--- src/rtl/dac_tlv5618_multi_loader_if.sv ---
// dac_tlv5618_multi_loader_if
// Request/status and serial DAC bus bundle for the TLV5618 loader.
interface dac_tlv5618_multi_loader_if #(
  parameter int NUM_DEV    = 2,
  parameter int DATA_WIDTH = 12
);
  logic                            PowerDown;
  logic                            Speed;
  logic [NUM_DEV*2*DATA_WIDTH-1:0] DacData;
  logic [NUM_DEV*2-1:0]            LoadMask;
  logic                            LoadStart;
  logic                            Busy;
  logic                            LoadDone;
  logic                            Overrun;
  logic [NUM_DEV-1:0]              nCS;
  logic                            SCLK;
  logic                            DIN;

  modport master (
    output PowerDown, Speed, DacData,
    output LoadMask, LoadStart,
    input  Busy, LoadDone, Overrun,
    input  nCS, SCLK, DIN
  );

  modport slave (
    input  PowerDown, Speed, DacData,
    input  LoadMask, LoadStart,
    output Busy, LoadDone, Overrun,
    output nCS, SCLK, DIN
  );
endinterface

--- src/rtl/dac_tlv5618_multi_loader.sv ---
// dac_tlv5618_multi_loader
// Serial loader for a bank of dual-channel TLV5618 DACs.
module dac_tlv5618_multi_loader #(
  parameter int NUM_DEV    = 2,
  parameter int DATA_WIDTH = 12,
  parameter int CLK_DIV    = 4,
  parameter int CS_GAP     = 2
) (
  input logic Clk,
  input logic reset_n,
  dac_tlv5618_multi_loader_if.slave bus
);
  localparam int F   = DATA_WIDTH + 4;
  localparam int NCH = 2 * NUM_DEV;
  localparam int XW  =
    (NUM_DEV > 1) ? $clog2(NUM_DEV) : 1;
  localparam int DVW =
    (CLK_DIV > 1) ? $clog2(CLK_DIV) : 1;
  localparam int BW  = $clog2(F);
  localparam int GW  =
    (CS_GAP > 1) ? $clog2(CS_GAP) : 1;
  localparam logic [DVW-1:0] DIV_LAST =
    DVW'(CLK_DIV - 1);
  localparam logic [BW-1:0] BIT_LAST =
    BW'(F - 1);
  localparam logic [GW-1:0] GAP_LAST =
    GW'(CS_GAP - 1);

  typedef enum logic [2:0] {
    IDLE, SELECT, LOAD, SHIFT, GAP, DONE
  } state_t;

  state_t state_q, state_d;

  logic [NCH*DATA_WIDTH-1:0] data_q;
  logic [NCH-1:0]            mask_q;
  logic                      spd_q;
  logic                      pwr_q;
  logic [XW-1:0]             dev_q;
  logic [F-1:0]              sreg_q;
  logic [DVW-1:0]            div_q;
  logic                      ph_q;
  logic [BW-1:0]             bit_q;
  logic [GW-1:0]             gap_q;

  logic [NUM_DEV-1:0] nCS_q, nCS_d;
  logic               SCLK_q, SCLK_d;
  logic               DIN_q, DIN_d;
  logic               LoadDone_q, LoadDone_d;
  logic               Overrun_q, Overrun_d;

  logic                  sel_found;
  logic [XW-1:0]         sel_dev;
  logic [1:0]            cur_m;
  logic [DATA_WIDTH-1:0] code_a;
  logic [DATA_WIDTH-1:0] code_b;
  logic [F-1:0]          word_d;
  logic                  shift_end;
  logic                  gap_end;

  assign cur_m  = mask_q[2*dev_q +: 2];
  assign code_a =
    data_q[(2*dev_q)*DATA_WIDTH +: DATA_WIDTH];
  assign code_b =
    data_q[(2*dev_q+1)*DATA_WIDTH +: DATA_WIDTH];

  assign shift_end = ph_q
    && (div_q == DIV_LAST)
    && (bit_q == BIT_LAST);
  assign gap_end = (gap_q == GAP_LAST);

  // Lowest device that still has a channel pending
  always_comb begin
    sel_found = 1'b0;
    sel_dev   = '0;
    for (int d = NUM_DEV - 1; d >= 0; d--) begin
      if (|mask_q[2*d +: 2]) begin
        sel_found = 1'b1;
        sel_dev   = XW'(d);
      end
    end
  end

  // Frame word: B goes to the buffer first when both are due
  always_comb begin
    unique case (1'b1)
      (cur_m == 2'b11):
        word_d = {1'b0, spd_q, pwr_q, 1'b1, code_b};
      (cur_m == 2'b01):
        word_d = {1'b1, spd_q, pwr_q, 1'b0, code_a};
      default:
        word_d = {1'b0, spd_q, pwr_q, 1'b0, code_b};
    endcase
  end

  // State register
  always_ff @(posedge Clk or negedge reset_n) begin
    if (!reset_n) state_q <= IDLE;
    else          state_q <= state_d;
  end

  // Next-state logic
  always_comb begin
    state_d = state_q;
    unique case (state_q)
      IDLE:   if (bus.LoadStart) state_d = SELECT;
      SELECT: state_d = sel_found ? LOAD : DONE;
      LOAD:   state_d = SHIFT;
      SHIFT:  if (shift_end) state_d = GAP;
      GAP:
        if (gap_end)
          state_d = (|cur_m) ? LOAD : SELECT;
      DONE:   state_d = IDLE;
      default: state_d = IDLE;
    endcase
  end

  // Output decode, registered one cycle behind state
  always_comb begin
    nCS_d      = '1;
    SCLK_d     = 1'b1;
    DIN_d      = 1'b0;
    LoadDone_d = (state_q == DONE);
    Overrun_d  = bus.LoadStart && (state_q != IDLE);
    if (state_q == SHIFT) begin
      nCS_d[dev_q] = 1'b0;
      SCLK_d       = ~ph_q;
      DIN_d        = sreg_q[F-1];
    end
  end

  // Output registers
  always_ff @(posedge Clk or negedge reset_n) begin
    if (!reset_n) begin
      nCS_q      <= '1;
      SCLK_q     <= 1'b1;
      DIN_q      <= 1'b0;
      LoadDone_q <= 1'b0;
      Overrun_q  <= 1'b0;
    end else begin
      nCS_q      <= nCS_d;
      SCLK_q     <= SCLK_d;
      DIN_q      <= DIN_d;
      LoadDone_q <= LoadDone_d;
      Overrun_q  <= Overrun_d;
    end
  end

  // Request latch, frame shifter and timing counters
  always_ff @(posedge Clk or negedge reset_n) begin
    if (!reset_n) begin
      data_q <= '0;
      mask_q <= '0;
      spd_q  <= 1'b0;
      pwr_q  <= 1'b0;
      dev_q  <= '0;
      sreg_q <= '0;
      div_q  <= '0;
      ph_q   <= 1'b0;
      bit_q  <= '0;
      gap_q  <= '0;
    end else begin
      unique case (state_q)
        IDLE: begin
          if (bus.LoadStart) begin
            data_q <= bus.DacData;
            mask_q <= bus.LoadMask;
            spd_q  <= bus.Speed;
            pwr_q  <= bus.PowerDown;
          end
        end
        SELECT: dev_q <= sel_dev;
        LOAD: begin
          sreg_q <= word_d;
          div_q  <= '0;
          ph_q   <= 1'b0;
          bit_q  <= '0;
          if (cur_m[1]) mask_q[2*dev_q+1] <= 1'b0;
          else          mask_q[2*dev_q]   <= 1'b0;
        end
        SHIFT: begin
          gap_q <= '0;
          if (div_q == DIV_LAST) begin
            div_q <= '0;
            ph_q  <= ~ph_q;
            if (ph_q) begin
              sreg_q <= {sreg_q[F-2:0], 1'b0};
              bit_q  <= bit_q + 1'b1;
            end
          end else begin
            div_q <= div_q + 1'b1;
          end
        end
        GAP: gap_q <= gap_q + 1'b1;
        default: ;
      endcase
    end
  end

  assign bus.Busy     = (state_q != IDLE);
  assign bus.LoadDone = LoadDone_q;
  assign bus.Overrun  = Overrun_q;
  assign bus.nCS      = nCS_q;
  assign bus.SCLK     = SCLK_q;
  assign bus.DIN      = DIN_q;

endmodule

--- src/flat_wrapper.sv ---
// flat-port wrapper written by rule: the top's interface ports become plain ports
module dac_tlv5618_multi_loader_flat 
#(
  parameter int NUM_DEV    = 2,
  parameter int DATA_WIDTH = 12,
  parameter int CLK_DIV    = 4,
  parameter int CS_GAP     = 2
)
  (Clk, reset_n, bus_PowerDown, bus_Speed, bus_DacData, bus_LoadMask, bus_LoadStart, bus_Busy, bus_LoadDone, bus_Overrun, bus_nCS, bus_SCLK, bus_DIN);
  dac_tlv5618_multi_loader_if #(.NUM_DEV(NUM_DEV), .DATA_WIDTH(DATA_WIDTH)) bus_i ();
  input logic Clk;
  input logic reset_n;
  input wire logic [$bits(bus_i.PowerDown)-1:0] bus_PowerDown;
  input wire logic [$bits(bus_i.Speed)-1:0] bus_Speed;
  input wire logic [$bits(bus_i.DacData)-1:0] bus_DacData;
  input wire logic [$bits(bus_i.LoadMask)-1:0] bus_LoadMask;
  input wire logic [$bits(bus_i.LoadStart)-1:0] bus_LoadStart;
  output wire logic [$bits(bus_i.Busy)-1:0] bus_Busy;
  output wire logic [$bits(bus_i.LoadDone)-1:0] bus_LoadDone;
  output wire logic [$bits(bus_i.Overrun)-1:0] bus_Overrun;
  output wire logic [$bits(bus_i.nCS)-1:0] bus_nCS;
  output wire logic [$bits(bus_i.SCLK)-1:0] bus_SCLK;
  output wire logic [$bits(bus_i.DIN)-1:0] bus_DIN;
  assign bus_i.PowerDown = bus_PowerDown;
  assign bus_i.Speed = bus_Speed;
  assign bus_i.DacData = bus_DacData;
  assign bus_i.LoadMask = bus_LoadMask;
  assign bus_i.LoadStart = bus_LoadStart;
  assign bus_Busy = bus_i.Busy;
  assign bus_LoadDone = bus_i.LoadDone;
  assign bus_Overrun = bus_i.Overrun;
  assign bus_nCS = bus_i.nCS;
  assign bus_SCLK = bus_i.SCLK;
  assign bus_DIN = bus_i.DIN;
  dac_tlv5618_multi_loader #(.NUM_DEV(NUM_DEV), .DATA_WIDTH(DATA_WIDTH), .CLK_DIV(CLK_DIV), .CS_GAP(CS_GAP)) u_core (.Clk(Clk), .reset_n(reset_n), .bus(bus_i));
endmodule
--- config.mk ---
export PLATFORM = sky130hd
export DESIGN_NAME = dac_tlv5618_multi_loader_flat
export DESIGN_NICKNAME = d
export VERILOG_FILES = /design/src/rtl/dac_tlv5618_multi_loader_if.sv /design/src/rtl/dac_tlv5618_multi_loader.sv /design/src/flat_wrapper.sv
export SDC_FILE = /design/constraint.sdc
export NUM_CORES = 1
export LEC_CHECK = 0
export ABC_AREA = 0
export BUFFER_PORTS_ARGS = -buffer_cell sky130_fd_sc_hd__buf_2
export CORE_UTILIZATION = 59
export CTS_CLUSTER_DIAMETER = 150
export DETAILED_ROUTE_END_ITERATION = 8
export GPL_ROUTABILITY_DRIVEN = 0
export PLACE_DENSITY = 0.83
export SLEW_MARGIN = 5
export SYNTH_ARGS = -nofsm -noshare
export SYNTH_HDL_FRONTEND = slang
export SYNTH_SLANG_ARGS = --single-unit
--- constraint.sdc ---
create_clock -name Clk -period 2.9 [get_ports Clk]
set_input_delay 0.725 -clock Clk [delete_from_list [all_inputs] [get_ports Clk]]
set_output_delay 0.725 -clock Clk [all_outputs]
set_load 0.05 [all_outputs]
==> results.cfg <==
[status]
status = complete, no violations

[detailed_routing]
drcViolationCount = 0
vias = 2720
wl_per_cell_um = 15.9
first_pass_iters = 6
avgViaCountPerCell = 5.84
drt_iter0_drc = 156
ant_nets = 0
wirelength_mm = 7.41

[logic_synthesis]
synth_flop_cell = dfrtp_1
synth_area_um2 = 4060
yosys.area.top_type = dfrtp_1
yosysWarnings = 0
syn_area_per_cell_um2 = 12.4
synthCells = 327
synthTopCellsByArea = dfrtp_1, mux2_2, mux2i_1, mux2_1, a221o_1
syn_nets = 386
synth.most_common_cell = dfrtp_1
ys_seq_area_frac = 0.543
ys_types = 42
synth_top_area_frac = 0.523
ys_async_sr_fraction = 1.00
ys_ff_latch = 88
synth_top_cells_by_count = dfrtp_1, mux2_2, mux2i_1
synth_edf_count = 0

[timing]
period_share = 0.804
finalClockSkew_ns = 0.00660
slew_viol_final = 0
period_needed_ns = 2.33
fmax_mhz = 429
rsz0062_at_grt = false
setup_tns_ns = 0
timing.slew.headroom = 0.411
setup_viol = 0
hold_violations = 0
worstMarginPinSlew_ns = 0.880

[clock_tree]
insertion_delay_ns = 0.36
cts_setup_buffers = 0
ctsResizeCount = 0
cts_tree = built
clock-sinks = 88
cts_buffer_depth = 2
clk_pin_slew_worst_paths_ns = 0.08
htreeDepth = 3
root_buffer = clkbuf_8
cts_made_buffers = 9
hold_buffers = 0

[floorplan]
fp.dieW_um = 85.0
row_count = 29
ioPinCount = 64
core-area_um2 = 6490
start_util = 0.626
die_y_um = 85.0
die_area_um2 = 7220

[power_and_ir_drop]
peakVddDrop_mv = 0.515
power_density_nw_per_um2 = 1050
p_leak_nw = 2.08

[setup_path]
r2r-start = u_core.state_q[0]
cp-end-kind = primary output
worstPathRequired_ns = 2.17
criticalPathCategory = reg2out
cp.arrival_ns = 1.61
cp_max_fo = 13
start_kind = register
startpoint = u_core.state_q[0]

[placed_design]
placedCellCount = 450
port_buffers = 63
dp_hpwl_mm = 5.06

[global_route]
grt_pass1_vias = 2754
grt_overflow = 0
grt_antenna_before_repair = 0
grt_start_max_net_pins = 89
grt_use_total = 0.229
grt_pass1_wl_mm = 12.7

[job]
cap_violations = 0

[layout]
nets = 443
drive_above_1_share = 0.347
fill_cells = 473
area_growth_pct = 13.7
antenna_cells = 0
fin_cells = 466

[hold_path]
hold_class = in2async
[worst paths after layout]
kind                                 endpoint  depth (start not counted)  slack, ns
max                                  bus_Busy                          2       0.57
min                        u_core.bus.Overrun                          2       0.38
max reg2reg                 u_core.sreg_q[15]                          3       0.84
min reg2reg                   u_core.bus.SCLK                          1       0.46
max in group asynchronous   u_core.bus.nCS[0]                          2       2.15
min in group Clk              u_core.bus.SCLK                          1       0.46
[state kept, by name, indices dropped and copies added (netlist names)]
| name | count |
|---|---|
| u_core.bit_q | 4 |
| u_core.pwr_q | 1 |
| u_core.data_q | 48 |
| u_core.gap_end | 1 |
| u_core.bus.SCLK | 1 |
| u_core.state_q | 3 |
| u_core.ph_q | 1 |
| u_core.mask_q | 4 |
| u_core.spd_q | 1 |
| u_core.bus.LoadDone | 1 |
| u_core.sreg_q | 16 |
| u_core.bus.Overrun | 1 |
| u_core.dev_q | 1 |
| u_core.div_q | 2 |
| u_core.bus.DIN | 1 |
| u_core.bus.nCS | 2 |
[cells in the final DEF (no fill, tap or decap), types with 2 or more instances in the layout]
cell type,n
a22o_1,4
dfstp_2,3
a221o_1,11
a21oi_1,3
nor2b_1,3
nor2_1,13
o22ai_1,3
o211ai_1,2
clkinv_2,2
and2_1,2
nor2b_2,2
and3_1,11
nand2_1,26
xnor2_1,2
nor3_1,4
mux2i_1,37
mux2_1,13
clkbuf_8,10
a31oi_1,4
buf_2,62
o21ai_1,2
buf_12,2
o21ai_0,9
ha_1,2
or3_1,2
mux2_2,39
nand2b_1,2
buf_4,4
inv_1,2
nor2_2,2
dfrtp_1,85
nand3_1,4
[final cells by class]
type | count | area [um^2] | share of cell area
inverter | 2 | 7.51 | 0.00162
multi-input combinational | 215 | 1730 | 0.375
sequential | 88 | 2210 | 0.477
timing repair buffer | 68 | 380 | 0.0823
clock buffer | 11 | 141 | 0.0306
clock inverter | 5 | 56.3 | 0.0122
tap | 77 | 96.3 | 0.0209
[logic make-up (layout without fill, tap and decap cells)]
kind of cell,after synthesis,in the layout,share of synthesized area
AND/OR/NAND/NOR,78,78,0.0976
multiplexers,89,89,0.235
XOR/XNOR,2,2,0.00431
flip-flops,88,88,0.543
buffers and inverters,24,86,0.0323
AO/OA/AOI/OAI,44,44,0.0816
adder cells (fa/ha/maj),2,2,0.00616
[per-layer routing]
metal	GRT usage	vias up	share of wire
met1	0.319	1344	0.46
met4	0.0801	0	0.013
met2	0.353	71	0.48
met5	0	-	0
li1	-	1294	-
met3	0.0584	11	0.049
[worst max-delay path: stages, from the launching register on]
cell	delay (ns)
dfrtp_1	0.56
or3_1	0.46
buf_2	0.23
[metrics by stage]
stage                     hold slack [ns]   util  instance area (um^2)  worst slack [ns]  power [mW]
after floorplan                     0.415      -                  4060              1.00        3.63
after global placement              0.435  0.681                  4420             0.870        3.95
after detailed placement            0.447  0.681                  4420             0.866        4.05
after CTS                           0.407  0.711                  4620             0.560        4.90
after global routing                0.403  0.711                  4620             0.501        5.19
final                               0.383  0.711                  4620             0.569        4.86
[report_power, final]
group          internal (mW)  switching [mW]
combinational          0.951           0.894
sequential              1.78           0.385
clock                  0.420           0.422
No activity file was read; power rests on OpenSTA's default activity.
